File: config.mk
export PLATFORM = sky130hd
export DESIGN_NAME = arb_request_agent_flat
export DESIGN_NICKNAME = d
export VERILOG_FILES = /design/src/rtl/arb_request_agent_if.sv /design/src/rtl/arb_request_agent.sv /design/src/flat_wrapper.sv
export SDC_FILE = /design/constraint.sdc
export NUM_CORES = 1
export LEC_CHECK = 0
export CAP_MARGIN = 20
export CORE_ASPECT_RATIO = 0.7
export CORE_MARGIN = 2
export CORE_UTILIZATION = 55
export DETAILED_ROUTE_END_ITERATION = 10
export GPL_ROUTABILITY_DRIVEN = 0
export GPL_TIMING_DRIVEN = 0
export PLACE_DENSITY = 0.84
export SYNTH_ARGS = -nofsm -noshare
export SYNTH_HDL_FRONTEND = slang
export SYNTH_SLANG_ARGS = --single-unit
File: constraint.sdc
create_clock -name clk -period 2.6 [get_ports clk]
set_clock_uncertainty 0.2 [all_clocks]
set_input_delay 0.26 -clock clk [delete_from_list [all_inputs] [get_ports clk]]
set_output_delay 0.26 -clock clk [all_outputs]
set_load 0.02 [all_outputs]
File: src/rtl/arb_request_agent_if.sv
// Requester/arbiter handshake bundle: requests and priorities out, grant back.
interface arb_request_agent_if #(
    parameter int unsigned N  = 4,
    parameter int unsigned LN = $clog2(N)
);
    logic [N-1:0]         req;
    logic [N-1:0][LN-1:0] prt;
    logic [LN-1:0]        grant;
    logic                 valid;

    modport master (output req, prt, input grant, valid);
    modport slave  (input req, prt, output grant, valid);
endinterface

File: src/rtl/arb_request_agent.sv
// Requester agent for a dynamic-priority round-robin arbiter: per-client job
// counters, request generation, priority aging and post-grant holdoff.
module arb_request_agent #(
    parameter int unsigned N    = 4,
    parameter int unsigned LN   = $clog2(N),
    parameter int unsigned CW   = 4,
    parameter int unsigned HOLD = 2
) (
    input  logic                   clk,
    input  logic                   rst,
    input  logic                   clk_en,
    input  logic [N-1:0]           job_push,
    arb_request_agent_if.master    bus,
    output logic [N-1:0]           served,
    output logic                   spurious,
    output logic [N-1:0]           overflow
);

    localparam int unsigned HW = (HOLD > 0) ? $clog2(HOLD + 1) : 1;
    localparam logic [CW-1:0] PendMax  = '1;
    localparam logic [LN-1:0] PrtMax   = LN'(N - 1);
    localparam logic [HW-1:0] HoldInit = HW'(HOLD);

    logic [N-1:0][CW-1:0] pend_q, pend_d;
    logic [N-1:0][HW-1:0] hold_q, hold_d;
    logic [N-1:0][LN-1:0] prt_q, prt_d;
    logic [N-1:0]         req_q, req_d;
    logic [N-1:0]         served_q, served_d;
    logic [N-1:0]         overflow_q, overflow_d;
    logic                 spurious_q, spurious_d;

    logic                 grant_in_range;
    logic                 accept;
    logic [N-1:0]         accept_vec;

    always_comb begin
        grant_in_range = ({1'b0, bus.grant} < (LN + 1)'(N));
        accept         = clk_en && bus.valid && grant_in_range && req_q[bus.grant];
        accept_vec     = '0;
        if (accept) begin
            accept_vec[bus.grant] = 1'b1;
        end
        spurious_d = clk_en && bus.valid && !accept;
        served_d   = accept_vec;

        pend_d     = pend_q;
        overflow_d = overflow_q;
        hold_d     = hold_q;
        prt_d      = prt_q;
        req_d      = req_q;

        for (int i = 0; i < int'(N); i++) begin
            // Job counter runs every clk so pushes between ticks are never lost.
            if (job_push[i] && !accept_vec[i]) begin
                if (pend_q[i] == PendMax) begin
                    overflow_d[i] = 1'b1;
                end else begin
                    pend_d[i] = pend_q[i] + CW'(1);
                end
            end else if (!job_push[i] && accept_vec[i]) begin
                pend_d[i] = pend_q[i] - CW'(1);
            end

            if (clk_en) begin
                if (accept_vec[i]) begin
                    hold_d[i] = HoldInit;
                end else if (hold_q[i] != '0) begin
                    hold_d[i] = hold_q[i] - HW'(1);
                end

                if (accept_vec[i]) begin
                    prt_d[i] = '0;
                end else if (req_q[i]) begin
                    prt_d[i] = (prt_q[i] == PrtMax) ? prt_q[i] : prt_q[i] + LN'(1);
                end else begin
                    prt_d[i] = '0;
                end

                req_d[i] = (pend_d[i] != '0) && (hold_d[i] == '0);
            end
        end
    end

    always_ff @(posedge clk) begin
        if (rst) begin
            pend_q     <= '0;
            hold_q     <= '0;
            prt_q      <= '0;
            req_q      <= '0;
            served_q   <= '0;
            overflow_q <= '0;
            spurious_q <= 1'b0;
        end else begin
            pend_q     <= pend_d;
            hold_q     <= hold_d;
            prt_q      <= prt_d;
            req_q      <= req_d;
            served_q   <= served_d;
            overflow_q <= overflow_d;
            spurious_q <= spurious_d;
        end
    end

    assign bus.req  = req_q;
    assign bus.prt  = prt_q;
    assign served   = served_q;
    assign spurious = spurious_q;
    assign overflow = overflow_q;

endmodule
File: src/flat_wrapper.sv
// flat-port wrapper written by rule: the top's interface ports become plain ports
module arb_request_agent_flat 
#(
    parameter int unsigned N    = 4,
    parameter int unsigned LN   = $clog2(N),
    parameter int unsigned CW   = 4,
    parameter int unsigned HOLD = 2
)
  (clk, rst, clk_en, job_push, served, spurious, overflow, bus_req, bus_prt, bus_grant, bus_valid);
  arb_request_agent_if #(.N(N), .LN(LN)) bus_i ();
  input  logic clk;
  input  logic rst;
  input  logic clk_en;
  input  logic [N-1:0] job_push;
  output logic [N-1:0] served;
  output logic spurious;
  output logic [N-1:0] overflow;
  output wire logic [$bits(bus_i.req)-1:0] bus_req;
  output wire logic [$bits(bus_i.prt)-1:0] bus_prt;
  input wire logic [$bits(bus_i.grant)-1:0] bus_grant;
  input wire logic [$bits(bus_i.valid)-1:0] bus_valid;
  assign bus_req = bus_i.req;
  assign bus_prt = bus_i.prt;
  assign bus_i.grant = bus_grant;
  assign bus_i.valid = bus_valid;
  arb_request_agent #(.N(N), .LN(LN), .CW(CW), .HOLD(HOLD)) u_core (.clk(clk), .rst(rst), .clk_en(clk_en), .job_push(job_push), .bus(bus_i), .served(served), .spurious(spurious), .overflow(overflow));
endmodule
==> qor.yml <==
setup_path:
  r2r_slack_ns: 0.39
  path_delay_family: "buffers and inverters"
  r2r-start: "u_core.bus.req[0]"
  cp-endpoint: "u_core.bus.req[1]"
  cp.arrival_ns: 2.32
  path_class: "input pin to register"
  critPathMaxFanout: 10
  startpoint_type: "input pin"
  path_depth: 8
  r2r_cells: 7
  crit_path_top_delay_cell: "clkdlybuf4s50_1"
  cp-end-kind: "register"
  crit_chain: "clkdlybuf4s50_1 > and3b_1 > buf_6 > nand3_1 > o21ai_0 > xnor2_1 > nand4_1 > a22o_1"
  slowest_delay_ns: 0.55
  reg2reg_to: "u_core.bus.req[0]"
  critPathBufInv: 2
  crit_start: "bus_valid"
  crit_required_ns: 2.60
cts:
  path_clk_slew_ns: 0.09
  clockBufferDepth: 2
  htreeDepth: 2
  clock-root-buffer: "clkbuf_8"
  cts_tree: "built"
  cts_hold_buffers: 0
  worstSkewPairLatency_ns: 0.31
  cts_buffers: 5
  post_cts_buffers: 0
  cts_resized: 0
  cts_sinks: 45
drt:
  route.detailed.drc: 0
  wl_met2_mm: 2.31
  vias: 2282
  met3WireLength_um: 363
  m1WireLength_mm: 2.71
  firstDrtPassIters: 5
  highest_layer: "met4"
  wirelength_mm: 5.48
  viasPerCell: 6.10
  ant_nets: 0
  post_drt_wl_per_cell_um: 14.6
  drt_iter0_markers: 161
global_route:
  antenna_found_initial: 0
  grt_pass1_wl_mm: 8.89
  grt_max_degree: 15
  grt_remaining_overflow: 0
  first_global_vias: 2002
  grt_use_total_pct: 24.1
pwr:
  ir_drop_mv: 0.535
  power.internal_w: 0.00114
  clkPwrFrac_pct: 35.5
  swShare_pct: 27.8
  power.density_nw_per_um2: 572
  p_sw_w: 0.000441
  p_comb_share_pct: 16.2
  total_power_w: 0.00159
  p_leak_nw: 1.11
  pwr-share-seq_pct: 48.3
synthesis:
  ys_warn_count: 0
  synth_area_leaders: "dfxtp_1 (38%), nor2_1 (7.0%), ha_1 (6.4%)"
  yosysSeqAreaShare_pct: 38.4
  ys.flop_type: "dfxtp_1"
  syn_area_per_cell_um2: 8.09
  yosysTopAreaCellShare_pct: 38.4
  syn_inst: 290
  synth_nets: 312
  synth-seq-cells: 45
  async_reset_ff_share_pct: 0
  synth_largest_area_cell: "dfxtp_1"
  ys_types: 44
  synth_area_um2: 2350
  synth_edf_count: 0
sta:
  setup_ws_ns: 0.274
  rsz0062_at_grt: "no"
  setup_viol_count_final: 0
  hold_viol: 0
  period_share_pct: 89.5
  fin_setup_tns_ns: 0
  max_freq_mhz: 430
  slew_violations: 0
  tightest_slew_ns: 0.590
  period_needed_ns: 2.33
  relSlewSlack_pct: 60.6
final_layout:
  fill_cells: 321
  final_cell_mix: "dfxtp_1 (45), nor2_1 (44), clkdlybuf4s50_1 (24)"
  final_common_cell: "dfxtp_1"
  final_nets: 343
  synthToLayoutAreaGrowth_pct: 18.1
  final_core_util_pct: 69.0
  num_antenna_cells: 0
  design_area_um2: 2770
  final_layout_size_suffix_gt1_share_pct: 4.66
min_path:
  holdCritPathClass: "input pin to register"
place:
  pre_cts_slack_ns: 0.0314
  numPortBuffers: 24
  place_area_um2: 2650
  dp_hpwl_mm: 3.88
outcome:
  status: "finished clean"
die:
  ios: 31
  die-area_um2: 4810
  die_y_um: 58.6
  core_area_um2: 4020
  initial_core_util_pct: 58.4
  die_width_um: 82.1
  placementRows: 19
job:
  drv_cap: 0
registers in the layout, summed over array words and instances (netlist names):
name	flops
u_core.bus.prt	8
u_core.pend_q	16
u_core.spurious	1
u_core.hold_q	8
u_core.served	4
u_core.bus.req	4
u_core.overflow	4
cells by family (layout without fill, tap and decap cells):
kind of cell	after synthesis	count (layout)	share of synthesized area [%]
AND/OR/NAND/NOR	112	112	23.8
buffers and inverters	38	70	6.88
AO/OA/AOI/OAI	77	77	21.7
adder cells (fa/ha/maj)	12	12	6.40
XOR/XNOR	4	4	1.49
flip-flops	45	45	38.4
multiplexers	2	2	1.39
routing by layer:
layer / vias up / GRT usage, %
met1: 1056 / 34.1
met3: 13 / 5.98
met5: - / 0
li1: 1113 / -
met2: 100 / 35.7
met4: 0 / 9.05
area by class of cell:
cell class	count	area [um^2]	share of cell area, %
well taps	52	65.1	2.35
plain buffers	15	75.1	2.71
clock inverters	2	37.5	1.35
inverters	23	86.3	3.12
flip-flops and latches	45	901	32.5
repair buffers	24	240	8.67
multi-input cells	207	1280	46.3
clock buffers	6	82.6	2.98
Yosys cell counts (4+ instances only):
cell type	count
a21o_1	4
xnor2_1	4
nor2_1	44
o21ai_0	18
nand4b_1	6
ha_1	12
a41o_1	4
clkbuf_1	9
nand2_1	15
a311oi_1	6
nand3_1	11
a21oi_1	17
a31oi_1	5
nand4_1	8
nor3_1	9
inv_1	23
dfxtp_1	45
o211ai_1	4
stage by stage:
| step | hold slack [ns] | cells |
|---|---|---|
| global placement | 0.246 | 366 |
| global route | 0.186 | 374 |
| detailed placement | 0.261 | 366 |
| CTS | 0.173 | 374 |
| finish | 0.181 | 374 |
| floorplan | 0.217 | 290 |
tightest hold or removal path: stages:
cell     delay, ns
buf_6         0.10
inv_1         0.14
nand2_1       0.09
a21oi_1       0.05
worst min path at each step:
| stage | start | end | slack [ns] | depth (start not counted) |
|---|---|---|---|---|
| floorplan | job_push[0] | u_core.overflow[0] | 0.22 | 2 |
| global placement | u_core.overflow[1] | u_core.overflow[1] | 0.25 | 2 |
| detailed placement | u_core.overflow[1] | u_core.overflow[1] | 0.26 | 2 |
| CTS | clk_en | u_core.hold_q[6] | 0.17 | 4 |
| global route | clk_en | u_core.spurious | 0.19 | 3 |
| finish | clk_en | u_core.hold_q[6] | 0.18 | 4 |
power by group through the flow:
stage                     Clock (W)  Sequential, W  Combinational [W]
after floorplan                   0       0.000785           0.000165
after global placement            0       0.000779           0.000247
after detailed placement          0       0.000781           0.000251
after CTS                  0.000568       0.000765           0.000253
after global routing       0.000592       0.000772           0.000285
final                      0.000562       0.000766           0.000257
Note: power is estimated with default switching activity, not from simulation.
